<file path="config.mk">
export PLATFORM = sky130hd
export DESIGN_NAME = obstacle_scheduler
export DESIGN_NICKNAME = d
export VERILOG_FILES = /design/src/rtl/obstacle_pkg.sv /design/src/rtl/spawn_timer.sv /design/src/rtl/obstacle_scheduler.sv
export SDC_FILE = /design/constraint.sdc
export NUM_CORES = 1
export LEC_CHECK = 0
export CAP_MARGIN = 10
export CORE_UTILIZATION = 52
export DETAILED_ROUTE_END_ITERATION = 6
export HOLD_SLACK_MARGIN = 0.06
export PLACE_DENSITY = 0.74
export RECOVER_POWER = 100
export SLEW_MARGIN = 5
export SYNTH_ARGS = -nofsm -noshare
export SYNTH_HDL_FRONTEND = slang
export SYNTH_SLANG_ARGS = --single-unit
</file>
<file path="constraint.sdc">
create_clock -name clock -period 2.1 [get_ports clock]
set_input_delay 0.315 -clock clock [delete_from_list [all_inputs] [get_ports clock]]
set_output_delay 0.315 -clock clock [all_outputs]
set_load 0.01 [all_outputs]
</file>
<file path="src/rtl/obstacle_pkg.sv">
// ============================================================================
// Module  : obstacle_pkg
// Brief   : Shared types, widths and LFSR helper for the obstacle scheduler.
// Revision: 1.0 - initial release
// ============================================================================
`default_nettype none

package obstacle_pkg;

  localparam int CNT_W  = 9;
  localparam int LFSR_W = 9;

  // x^9 + x^5 + 1 expressed as shift-register tap positions
  localparam int LFSR_TAP_A = 8;
  localparam int LFSR_TAP_B = 4;

  localparam logic [LFSR_W-1:0] DEFAULT_SEED = 9'h1A5;

  typedef enum logic [2:0] {
    ST_IDLE  = 3'd0,
    ST_ARM   = 3'd1,
    ST_COUNT = 3'd2,
    ST_SPAWN = 3'd3,
    ST_HALT  = 3'd4
  } sched_state_t;

  localparam logic [1:0] TYPE_SMALL = 2'd0;
  localparam logic [1:0] TYPE_LARGE = 2'd1;
  localparam logic [1:0] TYPE_BIRD  = 2'd2;

  function automatic logic [LFSR_W-1:0] lfsr_next(input logic [LFSR_W-1:0] cur);
    return {cur[LFSR_W-2:0], cur[LFSR_TAP_A] ^ cur[LFSR_TAP_B]};
  endfunction

endpackage

`default_nettype wire

</file>
<file path="src/rtl/spawn_timer.sv">
// ============================================================================
// Module  : spawn_timer
// Brief   : Loadable down counter with enable and zero flag; saturates at 0.
// Revision: 1.0 - initial release
// ============================================================================
`default_nettype none

module spawn_timer
  import obstacle_pkg::*;
#(
  parameter int W = CNT_W
) (
  input  logic         clk,
  input  logic         rst,
  input  logic         i_load,
  input  logic [W-1:0] i_load_val,
  input  logic         i_en,
  output logic [W-1:0] o_count,
  output logic         o_zero
);

  logic [W-1:0] r_count;

  always_ff @(posedge clk) begin
    if (rst) begin
      r_count <= '0;
    end else if (i_load) begin
      r_count <= i_load_val;
    end else if (i_en && (r_count != '0)) begin
      r_count <= r_count - W'(1);
    end
  end

  assign o_count = r_count;
  assign o_zero  = (r_count == '0);

endmodule

`default_nettype wire

</file>
<file path="src/rtl/obstacle_scheduler.sv">
// ============================================================================
// Module  : obstacle_scheduler
// Brief   : Randomised obstacle spawn scheduler with ready/valid handshake.
//           Define OBSTACLE_BIRD_EN to allow bird obstacles (type 2).
// Revision: 1.0 - initial release
// ============================================================================
`default_nettype none

module obstacle_scheduler
  import obstacle_pkg::*;
#(
  parameter int               MIN_GAP   = 40,
  parameter logic [LFSR_W-1:0] LFSR_SEED = DEFAULT_SEED
) (
  input  logic             clock,
  input  logic             reset,
  input  logic             tick,
  input  logic             game_start,
  input  logic             game_over,
  input  logic [1:0]       speed_lvl,
  input  logic             spawn_ready,
  output logic             spawn_valid,
  output logic [1:0]       spawn_type,
  output logic [CNT_W-1:0] gap_count,
  output logic             active,
  output logic [7:0]       spawn_total
);

  localparam logic [CNT_W-1:0] C_MIN_GAP = CNT_W'(MIN_GAP);

  if ((MIN_GAP < 1) || (MIN_GAP > 383)) begin : g_bad_min_gap
    $error("obstacle_scheduler: MIN_GAP out of range 1..383");
  end
  if (LFSR_SEED == '0) begin : g_bad_seed
    $error("obstacle_scheduler: LFSR_SEED must be nonzero");
  end

  sched_state_t      r_state;
  sched_state_t      w_next_state;
  logic [LFSR_W-1:0] r_lfsr;
  logic [1:0]        r_type;
  logic [7:0]        r_total;

  logic              w_load;
  logic              w_cnt_en;
  logic              w_latch_type;
  logic              w_accept;
  logic              w_zero;
  logic [CNT_W-1:0]  w_count;
  logic [CNT_W-1:0]  w_reload;
  logic [1:0]        w_type_map;

  always_ff @(posedge clock) begin
    if (reset) begin
      r_state <= ST_IDLE;
    end else begin
      r_state <= w_next_state;
    end
  end

  // game_over pre-empts every state and suppresses all datapath side effects
  always_comb begin
    w_next_state = r_state;
    w_load       = 1'b0;
    w_cnt_en     = 1'b0;
    w_latch_type = 1'b0;
    w_accept     = 1'b0;
    if (game_over) begin
      w_next_state = ST_HALT;
    end else begin
      case (r_state)
        ST_IDLE, ST_HALT: begin
          if (game_start) begin
            w_next_state = ST_ARM;
          end
        end
        ST_ARM: begin
          w_load       = 1'b1;
          w_next_state = ST_COUNT;
        end
        ST_COUNT: begin
          if (tick) begin
            if (w_zero) begin
              w_latch_type = 1'b1;
              w_next_state = ST_SPAWN;
            end else begin
              w_cnt_en = 1'b1;
            end
          end
        end
        ST_SPAWN: begin
          if (spawn_ready) begin
            w_accept     = 1'b1;
            w_next_state = ST_ARM;
          end
        end
        default: w_next_state = ST_IDLE;
      endcase
    end
  end

  // Max sum 383 + 127 = 510 stays inside 9 bits
  assign w_reload = C_MIN_GAP + ({2'b00, r_lfsr[6:0]} >> speed_lvl);

  spawn_timer #(
    .W (CNT_W)
  ) u_spawn_timer (
    .clk        (clock),
    .rst        (reset),
    .i_load     (w_load),
    .i_load_val (w_reload),
    .i_en       (w_cnt_en),
    .o_count    (w_count),
    .o_zero     (w_zero)
  );

  always_ff @(posedge clock) begin
    if (reset) begin
      r_lfsr <= LFSR_SEED;
    end else if (w_load) begin
      r_lfsr <= lfsr_next(r_lfsr);
    end
  end

  always_comb begin
    w_type_map = TYPE_SMALL;
    case (r_lfsr[8:7])
      2'b10:   w_type_map = TYPE_LARGE;
`ifdef OBSTACLE_BIRD_EN
      2'b11:   w_type_map = TYPE_BIRD;
`else
      2'b11:   w_type_map = TYPE_LARGE;
`endif
      default: w_type_map = TYPE_SMALL;
    endcase
  end

  always_ff @(posedge clock) begin
    if (reset) begin
      r_type  <= TYPE_SMALL;
      r_total <= 8'd0;
    end else begin
      if (w_latch_type) begin
        r_type <= w_type_map;
      end
      if (w_accept) begin
        r_total <= r_total + 8'd1;
      end
    end
  end

  assign spawn_valid = (r_state == ST_SPAWN);
  assign active      = (r_state == ST_COUNT) || (r_state == ST_SPAWN);
  assign spawn_type  = r_type;
  assign gap_count   = w_count;
  assign spawn_total = r_total;

endmodule

`default_nettype wire

</file>
Yosys cells after proc, flatten, opt, wreduce, memory -nomap -nowiden:

Cells that the tools add are included.

* flip-flop bits (word level): 31
* input port bits: 8
* output and inout port bits: 21
* logic and storage cells: 58

* $add $sub $neg: 3
* equal/unequal tests: 14
* shift-type cells: 1
* muxes and demuxes: 22
* bitwise logic cells: 1
* reduce and logical (&&, ||, !) cells: 11

Operators by type and width (count)
* two-way mux 9 bit: 2
* two-way mux 3 bit: 5
* two-way mux 1 bit: 14
* one-hot mux 3 bit (4 select lines): 1
* adder 6 x 9 -> 9 bit, first input constant: 1
* zero test 9 bit: 1
* inequality test 3 bit, second input constant: 3
* nonzero test 9 bit: 1
* right shift 7 x 2 -> 9 bit: 1
* subtractor 9 x 1 -> 9 bit, second input constant: 1
* adder 8 x 1 -> 8 bit, second input constant: 1
* AND reduction 4 bit: 2
* == test 3 x 2 -> 1 bit, second input constant: 2
* inequality test 2 bit, second input constant: 3
* OR reduction 2 bit: 3
* == test 2 bit, second input constant: 2
* == test 3 x 1 -> 1 bit, second input constant: 1
* == test 3 bit, second input constant: 1
* zero test 3 bit: 1
* inequality test 3 x 2 -> 1 bit, second input constant: 1
* inequality test 2 x 1 -> 1 bit, second input constant: 1
* nonzero test 2 bit: 1
* logical AND 1 bit: 1
* logical OR 1 bit: 1
* XOR 1 bit: 1

Depth between registers and ports, before layout:

* word-level depth: 8
* gate-level depth with buffers: 7
* gate-level depth less buffers: 6

Modules after synthesis:

From an unflattened synthesis, not the netlist that was laid out.

* cell total of the unflattened synthesis: 198
* area total of the unflattened synthesis: 1737.9 um^2

Modules (own cells, without submodules)
* obstacle_scheduler: instances 1, cells an instance 128, area each 1133.6 um^2, seq. area each 420.4 um^2
* spawn_timer: instances 1, cells an instance 70, area each 604.3 um^2, seq. area each 180.2 um^2

Least setup slack after synthesis:

Ideal clock, no wire load.

* kind: input to register
* start point: in speed_lvl[1]
* end point: reg u_spawn_timer.r_count[5], in the netlist u_spawn_timer.o_count[5]
* library setup time: 120 ps
* arrival: 1594 ps
* required time: 1980 ps
* setup slack: 386 ps
* cell stages on the path: 7
* buffers on the path: 1
* path through: clkbuf_1 -> mux2i_1 -> o22ai_1 -> ha_1 -> nor4_1 -> nor3_1 -> o31a_1

* longest elaborated chain between the ends: 3

Ends and longest elaborated chain
* from (decl): RTL line obstacle_scheduler.sv:20 `input logic [1:0] speed_lvl,`
* right shift 7 x 2 -> 9 bit: RTL line obstacle_scheduler.sv:103 `assign w_reload = C_MIN_GAP + ({2'b00, r_lfsr[6:0]} >> speed_lvl);`
* adder 6 x 9 -> 9 bit: RTL line obstacle_scheduler.sv:103
* two-way mux 9 bit: RTL line spawn_timer.sv:27 `end else if (i_load) begin`
* to (signal assigned): RTL line spawn_timer.sv:28 `r_count <= i_load_val;`
* to (signal assigned): RTL line spawn_timer.sv:30 `r_count <= r_count - W'(1);`
* to (decl): RTL line spawn_timer.sv:22 `logic [W-1:0] r_count;`

No other way between the ends.
A chain may end at the register's enable or synchronous reset.

Worst setup path after layout:

* start point: reg r_state[1]
* end point: out spawn_valid

* longest elaborated chain between the ends: 1

Ends and longest elaborated chain
* from (decl): RTL line obstacle_scheduler.sv:38 `sched_state_t r_state;`
* from (signal assigned): RTL line obstacle_scheduler.sv:57 `r_state <= w_next_state;`
* == test 3 x 2 -> 1 bit: RTL line obstacle_scheduler.sv:152 `assign spawn_valid = (r_state == ST_SPAWN);`
* to (decl): RTL line obstacle_scheduler.sv:22 `output logic spawn_valid,`

No other way between the ends.

==> results.txt <==
----------------------------------------------------
[Status]
  Run status ... finished clean

[Synthesis]
  Number of nets in the synthesized netlist ... 209
  Post-Syn Instances ... 198
  Top_reg_cell synth ... dfxtp_1
  Post-Synthesis Cell Area ... 1715 um2
  Per-instance average area after synthesis ... 8.664 um2
  Fraction of registers with async set or reset after synthesis ... 0%
  Count of different cell masters after synthesis ... 54
  Sequential fraction of the synthesis area ... 35.01%
  Number of storage elements in the synthesis netlist ... 30
  Yosys synthesis warning count ... 0
  EDFF count, synth ... 0

[Routing]
  Overall routed net length ... 4.097 mm
  Via-to-Cell Ratio ... 5.793
  Wl on met1 ... 1.748 mm
  Total via count after detailed routing ... 1593
  Met3 wire len ... 235 um
  Wire length on met2 ... 2.061 mm
  DR iter-0 viols ... 136
  Max Used Layer ... met4
  DR pass1 iterations ... 5
  Antenna-violating nets left ... 0
  Routed wirelength normalized by instance count ... 14.90 um
  # DRC ... 0

[Die]
  Starting density of the core ... 55.28%
  Vertical die dimension ... 59.44 um
  X dimension of the die ... 59.44 um
  Area of the core ... 3103 um2
  Number of top-level pins ... 29
  Row count ... 20
  Die Area ... 3533 um2

[Placement]
  Placed wire-length estimate ... 2.945 mm
  Cell Count Post-Placement ... 267
  Number of port buffers ... 27
  Worst setup slack after placement ... -0.03132 ns
  Last weighted congestion value of the routability-driven placer ... 0.8498

[STA]
  Slew of the pin with the lowest slew margin ... 0.5137 ns
  Min Tclk post-route ... 1.985 ns
  Final worst-path cycle share ... 94.53%
  Hold violation count in the final report ... 0
  Final number of setup-violating endpoints ... 0
  Setup repair after global routing missed its margin ... no
  Setup Skew ... 0.01388 ns
  Number of max-slew violations in the final report ... 0
  Worst rel slew slack ... 64.87%
  Max frequency ... 503.8 MHz
  Post-route setup slack ... 0.1149 ns

[Critical path]
  Cell-by-cell listing of the critical path ... nor2b_1 > and2_1 > clkdlybuf4s50_1
  Peak fanout along the critical path ... 7
  Crit start category ... flip-flop
  Category of the most critical setup path ... reg2out
  Kind of capture point of the worst setup path ... output port
  Master of the slowest instance on the critical path ... clkdlybuf4s50_1
  Data arrival time of the critical path ... 1.67 ns
  Required arrival time at the worst endpoint ... 1.78 ns
  Delay of the slowest cell on the worst path ... 0.52 ns

[Worst hold path]
  Worst hold-check path type ... reg2reg

[Clock network]
  Hold-fix buffers at CTS ... 0
  Buffer levels on the longest clock path ... 2
  Worst-skew pair later-pin latency ... 0.34 ns
  CTS tree ... yes
  Inserted Clock Buffers ... 5
  Clock Root Buffer ... clkbuf_4
  CTS clock-pin slew for the worst setup and hold paths ... 0.09 ns
  Sink Count ... 30
  Level count of the clock H-tree ... 2

[Cells and area]
  Most common cell after layout, fill and taps aside ... dfxtp_1
  Area growth from synthesis to layout ... 21.30%
  Final cell count without fillers ... 275
  Ratio of cells with drive above 1 in the final layout ... 9.091%
  Number of nets in the finished design ... 241
  Fin util ... 67.06%
  Most frequent cells in the layout ... dfxtp_1, nand2_1, dlygate4sd3_1
  Antenna diode count ... 0

[Power and ir drop]
  Maximum vdd ir drop ... 0.0004429 V
  Total power after layout ... 1.187 mW
  Power density cells ... 570.5 nW/um2
  Leakage Power ... 0.8169 nW

[Run]
  Number of max-cap violations ... 0

[Global route]
  Initial antenna violation count ... 0
  Wire length of the first global-routing pass ... 6.934 mm
  Overflow left after global routing ... 0
  Pin count of the biggest net entering global routing ... 31
  Vias in the first global route ... 1554
  Global Route Usage Sum ... 26.67%

----------------------------------------------------
## registers in the layout, indices dropped and copies added, names as in the netlist
register / flops
u_spawn_timer.o_count: 9
r_lfsr: 9
spawn_total: 8
r_state: 3
spawn_type: 1
## critical path, delay by kind of cell (launching register included)
kind / cells / cell delay [ns]
buffers and inverters: 1 / 0.52
and+or+nand+nor: 2 / 0.42
DFF: 1 / 0.40
## cell families after synthesis
| family | share of synthesized area, % |
|---|---|
| DFF | 35.01 |
| AOI/OAI and AO/OA | 15.90 |
| buffers and inverters | 5.325 |
| and+or+nand+nor | 31.51 |
| xor gates and xnor gates | 3.063 |
| other | 0.2186 |
| adders and majority gates | 2.188 |
| muxes | 6.783 |
## area by class of cell
| type | instances | area (um2) |
|---|---|---|
| clock buffer | 7 | 45.04 |
| clock inverter | 1 | 30.03 |
| fill | 285 | 1022 |
| inverter | 8 | 30.03 |
| multi-input combinational | 148 | 984.7 |
| sequential | 30 | 601.8 |
| tap | 44 | 55.05 |
| timing repair buffer | 37 | 334.1 |
## path summary, 6_finish.rpt
| kind | start | end | slack, ns | depth (start not counted) |
|---|---|---|---|---|
| worst max register to register | u_spawn_timer.o_count[0] | u_spawn_timer.o_count[3] | 0.18 | 6 |
| worst min-delay path | spawn_type[0] | spawn_type[0] | 0.46 | 2 |
| worst min register to register | spawn_type[0] | spawn_type[0] | 0.46 | 2 |
| worst max-delay path | r_state[1] | spawn_valid | 0.11 | 3 |
## layer usage
layer | GRT usage, % | up-vias
met5 | 0 | -
met4 | 8.503 | 0
met3 | 7.205 | 6
met2 | 44.46 | 56
met1 | 33.24 | 739
li1 | - | 792
## cells in the mapped netlist (2+ instances only)
cell | n | share of area (%)
mux2i_1 | 6 | 3.5
xnor2_1 | 6 | 3.1
nor2b_1 | 2 | 0.73
o21ai_0 | 3 | 0.88
and2_1 | 2 | 0.73
nand4_1 | 7 | 2.6
nor4_4 | 2 | 2.5
a211o_1 | 2 | 1.0
inv_1 | 7 | 1.5
nand2_1 | 24 | 5.3
o31a_1 | 2 | 1.0
clkbuf_1 | 6 | 1.3
ha_1 | 3 | 2.2
nand3b_1 | 4 | 1.8
a31o_1 | 2 | 1.0
dfxtp_1 | 30 | 35
and3_1 | 3 | 1.1
nor3_1 | 7 | 2.0
nor4_1 | 5 | 1.8
nand3_1 | 5 | 1.5
buf_2 | 4 | 1.2
a311oi_1 | 4 | 2.0
a21oi_1 | 14 | 4.1
nor2_1 | 17 | 3.7
mux4_2 | 2 | 2.6
## where the power goes
group | total [mW] | internal, mW | switching (mW)
Sequential | 0.597 | 0.580 | 0.0172
Clock | 0.455 | 0.252 | 0.203
Combinational | 0.135 | 0.0642 | 0.0708
## stage by stage
stage | hold slack [ns] | area (um2) | setup TNS, ns
finish | 0.4601 | 2081 | 0
global route | 0.4949 | 2081 | 0
CTS | 0.4693 | 2130 | 0
detailed placement | 0.4539 | 2054 | -0.03132
global placement | 0.4485 | 2054 | 0
floorplan | 0.3943 | 1715 | 0
## what timing repair did
| action | CTS | global route |
|---|---|---|
| setup buffers | 0 | 0 |
| gates resized for setup | 0 | 3 |
| setup endpoints to repair | 0 | 3 |
| endpoints found under the hold margin | 0 | 0 |
Power figures use the tool's default switching activity.
